## src/rtl/coin_pulse_gen_if.sv

```systemverilog
// Coin front-end bus: raw buttons in, coin codes and status out.
// The master side drives the buttons; the slave side is the front end.
interface coin_pulse_gen_if;
    logic       btn_5;
    logic       btn_10;
    logic [1:0] coin_out;
    logic       coin_valid;
    logic       fifo_full;
    logic       drop_err;
    logic [7:0] coin_total;

    modport master (
        output btn_5,
        output btn_10,
        input  coin_out,
        input  coin_valid,
        input  fifo_full,
        input  drop_err,
        input  coin_total
    );

    modport slave (
        input  btn_5,
        input  btn_10,
        output coin_out,
        output coin_valid,
        output fifo_full,
        output drop_err,
        output coin_total
    );
endinterface

```

## src/rtl/coin_pulse_gen.sv

```systemverilog
// Coin button front end: sync, debounce, edge detect, queue,
// and one registered coin code per press with idle spacing.
module coin_pulse_gen #(
    parameter int DEBOUNCE_CYCLES = 1000000,
    parameter int CNT_W           = 20,
    parameter int GAP_CYCLES      = 4
) (
    input logic             clk,
    input logic             reset,
    coin_pulse_gen_if.slave bus
);

    localparam logic [CNT_W-1:0] CNT_MAX =
        CNT_W'(DEBOUNCE_CYCLES - 1);
    localparam int GW = $clog2(GAP_CYCLES) + 1;
    localparam logic [GW-1:0] GAP_LOAD = GW'(GAP_CYCLES - 1);

    typedef enum logic [1:0] {
        S_IDLE = 2'd0,
        S_EMIT = 2'd1,
        S_GAP  = 2'd2
    } state_t;

    // bit 0 is the 5-unit button, bit 1 the 10-unit button
    logic [1:0]       w_btn;
    logic [1:0]       r_meta;
    logic [1:0]       r_sync;
    logic [1:0]       r_stable;
    logic [1:0]       r_stable_d;
    logic [1:0]       r_rise;
    logic [CNT_W-1:0] r_cnt [2];

    logic             r_pend_v;
    logic [1:0]       r_pend;
    logic             w_pend_v_nxt;
    logic [1:0]       w_pend_nxt;
    logic             w_wr;
    logic [1:0]       w_wr_data;
    logic             w_lost;

    logic [1:0]       r_mem [4];
    logic [1:0]       r_wptr;
    logic [1:0]       r_rptr;
    logic [2:0]       r_count;
    logic             w_empty;
    logic             w_full;
    logic             w_push;
    logic             w_pop;
    logic             w_ovf;

    state_t           r_state;
    state_t           w_state_nxt;
    logic [1:0]       w_code_nxt;
    logic             w_gap_load;
    logic             w_inc;
    logic [GW-1:0]    r_gap;
    logic [1:0]       r_coin;
    logic             r_valid;
    logic             r_drop;
    logic [7:0]       r_total;

    assign w_btn = {bus.btn_10, bus.btn_5};

    // two-flop synchroniser per button
    always_ff @(posedge clk) begin
        if (reset) begin
            r_meta <= '0;
            r_sync <= '0;
        end else begin
            r_meta <= w_btn;
            r_sync <= r_meta;
        end
    end

    // stable value flips only after a full run of differing samples
    always_ff @(posedge clk) begin
        if (reset) begin
            r_stable <= '0;
            for (int i = 0; i < 2; i++) begin
                r_cnt[i] <= '0;
            end
        end else begin
            for (int i = 0; i < 2; i++) begin
                if (r_sync[i] == r_stable[i]) begin
                    r_cnt[i] <= '0;
                end else if (r_cnt[i] == CNT_MAX) begin
                    r_stable[i] <= r_sync[i];
                    r_cnt[i]    <= '0;
                end else begin
                    r_cnt[i] <= r_cnt[i] + 1'b1;
                end
            end
        end
    end

    // registered press pulse on a 0->1 of the stable value
    always_ff @(posedge clk) begin
        if (reset) begin
            r_stable_d <= '0;
            r_rise     <= '0;
        end else begin
            r_stable_d <= r_stable;
            r_rise     <= r_stable & ~r_stable_d;
        end
    end

    // one write per cycle: pending first, then 5, then 10
    always_comb begin
        w_wr         = 1'b0;
        w_wr_data    = 2'b00;
        w_pend_v_nxt = r_pend_v;
        w_pend_nxt   = r_pend;
        w_lost       = 1'b0;
        if (r_pend_v) begin
            w_wr      = 1'b1;
            w_wr_data = r_pend;
            if (r_rise[0]) begin
                w_pend_nxt = 2'b01;
                w_lost     = r_rise[1];
            end else if (r_rise[1]) begin
                w_pend_nxt = 2'b10;
            end else begin
                w_pend_v_nxt = 1'b0;
            end
        end else if (r_rise[0]) begin
            w_wr      = 1'b1;
            w_wr_data = 2'b01;
            if (r_rise[1]) begin
                w_pend_v_nxt = 1'b1;
                w_pend_nxt   = 2'b10;
            end
        end else if (r_rise[1]) begin
            w_wr      = 1'b1;
            w_wr_data = 2'b10;
        end
    end

    // pending slot holds the 10 coin of a simultaneous press
    always_ff @(posedge clk) begin
        if (reset) begin
            r_pend_v <= 1'b0;
            r_pend   <= 2'b00;
        end else begin
            r_pend_v <= w_pend_v_nxt;
            r_pend   <= w_pend_nxt;
        end
    end

    assign w_empty = (r_count == 3'd0);
    assign w_full  = (r_count == 3'd4);
    assign w_push  = w_wr & (~w_full | w_pop);
    assign w_ovf   = w_wr & w_full & ~w_pop;

    // event storage; a pop in the same cycle frees the full slot
    always_ff @(posedge clk) begin
        if (w_push) begin
            r_mem[r_wptr] <= w_wr_data;
        end
    end

    // fifo pointers and occupancy
    always_ff @(posedge clk) begin
        if (reset) begin
            r_wptr  <= 2'd0;
            r_rptr  <= 2'd0;
            r_count <= 3'd0;
        end else begin
            if (w_push) begin
                r_wptr <= r_wptr + 2'd1;
            end
            if (w_pop) begin
                r_rptr <= r_rptr + 2'd1;
            end
            case ({w_push, w_pop})
                2'b10:   r_count <= r_count + 3'd1;
                2'b01:   r_count <= r_count - 3'd1;
                default: r_count <= r_count;
            endcase
        end
    end

    // sticky loss flag for overflow or pending collision
    always_ff @(posedge clk) begin
        if (reset) begin
            r_drop <= 1'b0;
        end else begin
            r_drop <= r_drop | w_ovf | w_lost;
        end
    end

    // output fsm state register
    always_ff @(posedge clk) begin
        if (reset) begin
            r_state <= S_IDLE;
        end else begin
            r_state <= w_state_nxt;
        end
    end

    // output fsm next state
    always_comb begin
        w_state_nxt = r_state;
        unique case (r_state)
            S_IDLE: begin
                if (!w_empty) begin
                    w_state_nxt = S_EMIT;
                end
            end
            S_EMIT: w_state_nxt = S_GAP;
            S_GAP: begin
                if (r_gap == '0) begin
                    w_state_nxt = S_IDLE;
                end
            end
            default: w_state_nxt = S_IDLE;
        endcase
    end

    // output fsm decode: pop, next code, gap load, total bump
    always_comb begin
        w_pop      = (r_state == S_IDLE) && !w_empty;
        w_code_nxt = w_pop ? r_mem[r_rptr] : 2'b00;
        w_gap_load = (r_state == S_EMIT);
        w_inc      = (r_state == S_EMIT) && (r_total != 8'hFF);
    end

    // registered code, valid, gap timer and saturating total
    always_ff @(posedge clk) begin
        if (reset) begin
            r_coin  <= 2'b00;
            r_valid <= 1'b0;
            r_gap   <= '0;
            r_total <= 8'd0;
        end else begin
            r_coin  <= w_code_nxt;
            r_valid <= |w_code_nxt;
            if (w_gap_load) begin
                r_gap <= GAP_LOAD;
            end else if (r_state == S_GAP && r_gap != '0) begin
                r_gap <= r_gap - 1'b1;
            end
            if (w_inc) begin
                r_total <= r_total + 8'd1;
            end
        end
    end

    assign bus.coin_out   = r_coin;
    assign bus.coin_valid = r_valid;
    assign bus.fifo_full  = w_full;
    assign bus.drop_err   = r_drop;
    assign bus.coin_total = r_total;

endmodule

```

## src/flat_wrapper.sv

```systemverilog
// flat-port wrapper written by rule: the top's interface ports become plain ports
module coin_pulse_gen_flat 
#(
    parameter int DEBOUNCE_CYCLES = 1000000,
    parameter int CNT_W           = 20,
    parameter int GAP_CYCLES      = 4
)
  (clk, reset, bus_btn_5, bus_btn_10, bus_coin_out, bus_coin_valid, bus_fifo_full, bus_drop_err, bus_coin_total);
  coin_pulse_gen_if bus_i ();
  input logic clk;
  input logic reset;
  input wire logic [$bits(bus_i.btn_5)-1:0] bus_btn_5;
  input wire logic [$bits(bus_i.btn_10)-1:0] bus_btn_10;
  output wire logic [$bits(bus_i.coin_out)-1:0] bus_coin_out;
  output wire logic [$bits(bus_i.coin_valid)-1:0] bus_coin_valid;
  output wire logic [$bits(bus_i.fifo_full)-1:0] bus_fifo_full;
  output wire logic [$bits(bus_i.drop_err)-1:0] bus_drop_err;
  output wire logic [$bits(bus_i.coin_total)-1:0] bus_coin_total;
  assign bus_i.btn_5 = bus_btn_5;
  assign bus_i.btn_10 = bus_btn_10;
  assign bus_coin_out = bus_i.coin_out;
  assign bus_coin_valid = bus_i.coin_valid;
  assign bus_fifo_full = bus_i.fifo_full;
  assign bus_drop_err = bus_i.drop_err;
  assign bus_coin_total = bus_i.coin_total;
  coin_pulse_gen #(.DEBOUNCE_CYCLES(DEBOUNCE_CYCLES), .CNT_W(CNT_W), .GAP_CYCLES(GAP_CYCLES)) u_core (.clk(clk), .reset(reset), .bus(bus_i));
endmodule
```

## config.mk

```make
export PLATFORM = sky130hd
export DESIGN_NAME = coin_pulse_gen_flat
export DESIGN_NICKNAME = d
export VERILOG_FILES = /design/src/rtl/coin_pulse_gen_if.sv /design/src/rtl/coin_pulse_gen.sv /design/src/flat_wrapper.sv
export SDC_FILE = /design/constraint.sdc
export NUM_CORES = 1
export LEC_CHECK = 0
export CAP_MARGIN = 15
export CORE_MARGIN = 2
export CORE_UTILIZATION = 45
export DETAILED_ROUTE_END_ITERATION = 6
export GPL_TIMING_DRIVEN = 0
export SLEW_MARGIN = 20
export SYNTH_ARGS = -nofsm -noshare
export SYNTH_HDL_FRONTEND = slang
export SYNTH_SLANG_ARGS = --single-unit
export TNS_END_PERCENT = 100
```

## constraint.sdc

```tcl
create_clock -name clk -period 3.4 [get_ports clk]
set_input_delay 1.02 -clock clk [delete_from_list [all_inputs] [get_ports clk]]
set_output_delay 1.02 -clock clk [all_outputs]
set_load 0.01 [all_outputs]
```

After elaboration in Yosys (flattened, before gate mapping)
Memories as Yosys holds them, arrays and structs flattened. A register that Yosys moved wholly into a read port is not among the register bits. Cells that the tools add are included.

Magnitude comparators: 0. Bitwise operators: 18. $mul: 0. Shifts and indexed selects: 0. $add $sub $neg: 8. Reductions and logical operators: 16. Equal/unequal tests: 12. Divide/modulo/power cells: 0. Multiplexer cells: 55.

Operator list (number): $mux 20 (6); $add 20x1->20 const B (2); $eq 20x20->1 const B (2); $mux 1 (33); $mux 2 (14); $or 1x1->1 (9); $add 8x1->8 const B (1); $ne 8x8->1 const B (1); $logic_not 3->1 (2); $pmux 2 s3 (1); $pmux 3 s2 (1); $reduce_and 2->1 (3); $reduce_bool 2->1 (3); $sub 3x1->3 const B (2); $add 2x1->2 const B (2); $eq 2x1->1 const B (2); $eq 2x2->1 const B (2); $not 1->1 (4); $reduce_or 2->1 (2); $add 3x1->3 const B (1); $and 1x1->1 (3); $eq 3x3->1 const B (1); $logic_and 1x1->1 (3); $reduce_bool 3->1 (1); 7 further kinds (8).

Memories kept: 2. Output and inout port bits: 13. Memory bits (writable): 48. Bits of input ports: 4. Logic and storage cells: 129. ROM bits: 0. Bits in latches: 0. Bits in registers: 37.

Memories: u_core.r_cnt (depth 2, width 20, read ports 2, clocked after Yosys merged registers in 0, wr ports 2, RTL line coin_pulse_gen.sv:31) `logic [CNT_W-1:0] r_cnt [2];`; u_core.r_mem (depth 4, width 2, read ports 1, clocked after Yosys merged registers in 1, wr ports 1, RTL line coin_pulse_gen.sv:41) `logic [1:0] r_mem [4];`.

Logic depth before layout (Yosys ltp)
An unclocked memory read counts as a cell.

Word-level depth: 8. Depth in mapped cells: 7. Depth with buffers taken out: 7.

Worst setup path after synthesis
OpenSTA, ideal clock, no wires.

Kind: register to register. From: reg u_core.r_rise[0]. To: reg u_core.r_count[2]. Buffers on the path: 1. Data arrival time: 2.245 ns. Data required time: 3.281 ns. Slack: 1.036 ns. Library setup time: 0.119 ns. Period minus slack after synthesis: 2.364 ns. Cell stages (with the launch flop): 8. Cells stage by stage: dfxtp_1 clkbuf_1 nor3_1 nand3_1 fa_1 or3_1 a31oi_1 a21oi_1.

Longest elaborated chain between the ends: 5. Elaborated cells on any way between the ends: 7. Classes of those cells: eq/ne (2); mux (3); bitwise (1); reduce/logical (1).

Ends and longest elaborated chain: from (decl) (RTL line coin_pulse_gen.sv:30) `logic [1:0] r_rise;`; from (signal assigned) (RTL line coin_pulse_gen.sv:103) `r_rise <= r_stable & ~r_stable_d;`; $mux 1 * (RTL line coin_pulse_gen.sv:125) `end else if (r_rise[0]) begin`; $mux 1 * (RTL line coin_pulse_gen.sv:114) `if (r_pend_v) begin`; $and 1x1->1 * (RTL line coin_pulse_gen.sv:151) `assign w_push = w_wr & (~w_full | w_pop);`; $eq 2x1->1 / $eq 2x2->1 (equally long branches) (RTL line coin_pulse_gen.sv:174) `case ({w_push, w_pop})`; $pmux 3 s2 / $reduce_bool 2->1 (equally long branches); to (signal assigned) (RTL line coin_pulse_gen.sv:175) `2'b10: r_count <= r_count + 3'd1;`; to (signal assigned) (RTL line coin_pulse_gen.sv:176) `2'b01: r_count <= r_count - 3'd1;`; to (signal assigned) (RTL line coin_pulse_gen.sv:177) `default: r_count <= r_count;`; to (decl) (RTL line coin_pulse_gen.sv:44) `logic [2:0] r_count;`.

Mark *: on every way between the ends. The rest lies on a longest branch, timed or not. A chain may end at the register's enable or synchronous reset.

Final worst setup path
From: reg u_core.r_count[0]. To: out bus_fifo_full.

Longest elaborated chain between the ends: 1.

Ends and longest elaborated chain: $eq 3x3->1 (RTL line coin_pulse_gen.sv:150) `assign w_full = (r_count == 3'd4);`; to (decl) (RTL line flat_wrapper.sv:16) `output wire logic [$bits(bus_i.fifo_full)-1:0] bus_fifo_full;`.

Every way passes these cells.

==> summary.md <==
| Metric | Value |
|---|---|
| Status | finished, final reports clean |
| Net Sw Frac | 20.64% |
| PnR Total Power | 2.077 mW |
| Post-route worst setup slack | 0.4383 ns |
| Setup Slack @ Placement | 0.7522 ns |
| Placed cells | 584 |
| Htree depth | 3 |
| First-pass GRT wire length | 13390 µm |
| WS Path Type | flip-flop to primary output |
| Starting Density | 46.31% |
| Worst-Margin Slew | 0.7500 ns |
| Clk slew on worst S/H paths | 0.09 ns |
| Area share of the largest cell type after synthesis | 33.84% |
| GPL Wtd Cong | 0.8196 |
| Net Sw Power | 0.4286 mW |
| Top cells by area, synth | edfxtp_1 (34%), dfxtp_1 (18%), nor2_1 (4.9%) |
| CTS sink count | 87 |
| Final Hold Violating Endpoints | 0 |
| Hpwl dp | 5447 µm |
| CTS root buf | clkbuf_8 |
| DRT antenna net count | 0 |
| Diodes inserted | 0 |
| Worst r2r src | u_core.r_rise[0] |
| CP required | 2.38 ns |
| Total wire length | 7593 µm |
| Clock period minus worst slack | 2.962 ns |
| CTS tree | yes |
| Most frequent cells in the layout | nor2_1 (56), edfxtp_1 (48), conb_1 (40), dfxtp_1 (39), a21oi_1 (24) |
| Count of different cell masters after synthesis | 52 |
| RR Endpoint | u_core.r_count[2] |
| All-Layer GR Usage | 16.31% |
| Sequential share of power | 55.5% |
| Synth Flop Type | edfxtp_1 |
| Worst path arrival time | 1.94 ns |
| Yosys reg bits | 87 |
| Cells after Synth | 418 |
| Syn Area/Cell | 10.19 µm² |
| FF-to-FF setup slack | 0.75 ns |
| Wire per inst | 12.66 µm |
| Post-synth EDFFs | 48 |
| Sequential share of the synthesized area | 52.17% |
| Mapped cell area | 0.004259 mm² |
| Combinational share of power | 2.8% |
| Drc violations | 0 |
| Share of cells above drive strength 1 | 6.953% |
| Fmax | 337.6 MHz |
| Slew margin rel. | 49.62% |
| Setup bufs post-CTS | 0 |
| LEAKAGE | 1.722 nW |
| Cell count of the worst hold path | 1 |
| Setup TNS | 0 ns |
| Yosys Warn Count | 0 |
| Finished Core Util | 53.93% |
| Port Buffers | 16 |
| Clock share of power | 41.7% |
| Worst R2R Path Depth | 7 |
| Fill cell count | 850 |
| Vias in the first global route | 2896 |
| # rows | 35 |
| Bufs on Longest Clock Path | 2 |
| Via count | 3102 |
| TritonCTS buffer count | 9 |
| Final std cells w/o fill | 600 |
| Int Pwr | 1.648 mW |
| Cell Pwr Density | 418.7 mW/mm² |
| Hold Path Class | flip-flop to flip-flop |
| Leading cell type in the layout, fill and taps excluded | nor2_1 |
| I/O pin cnt | 17 |
| Peak supply drop | 0.1877 mV |
| Core footprint | 0.009196 mm² |
| Initial DRC Count | 69 |
| Initial antenna violation count | 0 |
| Final nets | 498 |
| Die H | 101.3 µm |
| CP startpoint kind | flip-flop |
| DIE AREA | 0.01026 mm² |
| Crit end category | primary output |
| Hold EP | u_core.r_rise[1] |
| Largest net degree at the start of global routing | 15 |
| Fraction of registers with async set or reset after synthesis | 0% |
| Vias per Instance | 5.170 |
| Clock Skew | 0.01019 ns |
| DRT Pass-1 Iters | 4 |
| Post-CTS Resized | 0 |
| Grt total ovfl | 0 |
| Area leader, netlist | edfxtp_1 |
| Critical Path Fanout Max | 8 |
| Area delta synth->final | 16.45% |
| Period utilization | 87.11% |
| Min-delay src | u_core.r_stable_d[1] |
| Final setup violation count | 0 |
| Clk_lat worst skew | 0.35 ns |
| Max cap viols | 0 |
| Hold buffers post-CTS | 0 |
| Die X | 101.3 µm |
| Slew Limit Fails | 0 |
| RSZ-0062 raised after global routing | no |
## flip-flops by register name, summed over array words and instances (netlist names), named ones only
register and cells:
u_core.r_cnt 40, u_core.bus.coin_total 8, u_core.r_mem 8, u_core.r_count 3
u_core.r_gap 3, u_core.bus.coin_out 2, u_core.r_meta 2, u_core.r_pend 2
u_core.r_rise 2, u_core.r_rptr 2, u_core.r_stable 2, u_core.r_stable_d 2
u_core.r_state 2, u_core.r_sync 2, u_core.r_wptr 2, u_core.bus.coin_valid 1
u_core.bus.drop_err 1, u_core.r_pend_v 1
## worst max path at each step
| stage | start | endpoint | slack, ns | cells past startpoint |
|---|---|---|---|---|
| CTS | u_core.r_count[0] | bus_fifo_full | 0.46 | 3 |
| detailed placement | u_core.r_rise[0] | u_core.r_count[2] | 0.75 | 7 |
| floorplan | u_core.r_rise[0] | u_core.r_count[2] | 1.04 | 7 |
| global route | u_core.r_count[0] | bus_fifo_full | 0.37 | 3 |
| global placement | u_core.r_rise[0] | u_core.r_count[2] | 0.77 | 7 |
| finish | u_core.r_count[0] | bus_fifo_full | 0.44 | 3 |
## cell families after synthesis
family / Yosys count / share of synthesized area (%)
flip-flops: 87 / 52.17
multiplexers: 6 / 2.027
adder cells (fa/ha/maj): 10 / 3.114
XOR/XNOR: 34 / 6.992
other: 1 / 0.08805
AO/OA/AOI/OAI: 61 / 9.283
buffers and inverters: 34 / 3.437
AND/OR/NAND/NOR: 185 / 22.88
## per-stage QoR
stage	instance area (µm²)	hold WS, ns
floorplan	4405	0.3682
global placement	4705	0.3759
detailed placement	4705	0.3814
CTS	4960	0.3961
global route	4960	0.4157
finish	4960	0.3950
## cell type report
| cell class | instances | area (µm²) | area share [%] |
|---|---|---|---|
| Inverter | 19 | 71.32 | 1.438 |
| Sequential cell | 87 | 2222 | 44.80 |
| Multi-Input combinational cell | 336 | 2037 | 41.07 |
| Timing Repair Buffer | 16 | 160.2 | 3.229 |
| Buffer | 15 | 75.07 | 1.514 |
| Clock buffer | 14 | 216.5 | 4.364 |
| Tap cell | 111 | 138.9 | 2.800 |
| Clock inverter | 2 | 38.79 | 0.7820 |
## routing by layer
| layer | share of wire, % | GRT usage (%) |
|---|---|---|
| met3 | 2.1 | 3.451 |
| met1 | 50 | 23.08 |
| met2 | 46 | 25.17 |
| met4 | 1.2 | 5.198 |
| met5 | 0 | 0 |
## critical path: stages (launching register included)
cell and delay (ns):
dfxtp_1 0.31, clkbuf_1 0.16, nor3b_1 0.48, clkdlybuf4s50_1 0.64
## power groups by stage
stage	clock network, mW	logic, mW	registers (mW)
5_1_grt	0.930	0.0682	1.16
6_report	0.866	0.0581	1.15
2_1_floorplan	0	0.0447	1.17
3_5_place_dp	0	0.0577	1.18
4_1_cts	0.893	0.0582	1.15
3_3_place_gp	0	0.0572	1.18
## cells in the mapped netlist, types with 3 or more instances
cell type / number
nor2_1: 56
edfxtp_1: 48
dfxtp_1: 39
a21oi_1: 24
nand3_1: 21
nand2_1: 20
xnor2_1: 20
inv_1: 19
xor2_1: 14
nor3_1: 13
o21ai_0: 12
clkbuf_1: 10
nand4_1: 10
or3_1: 10
ha_1: 9
o31ai_1: 9
or4_1: 8
nor2b_1: 7
and2_1: 5
and3_1: 5
nor4_1: 5
or2_2: 5
and4_1: 4
nand2b_1: 4
buf_2: 3
mux2i_1: 3
nor3b_1: 3
Note: power is estimated with default switching activity, not from simulation.
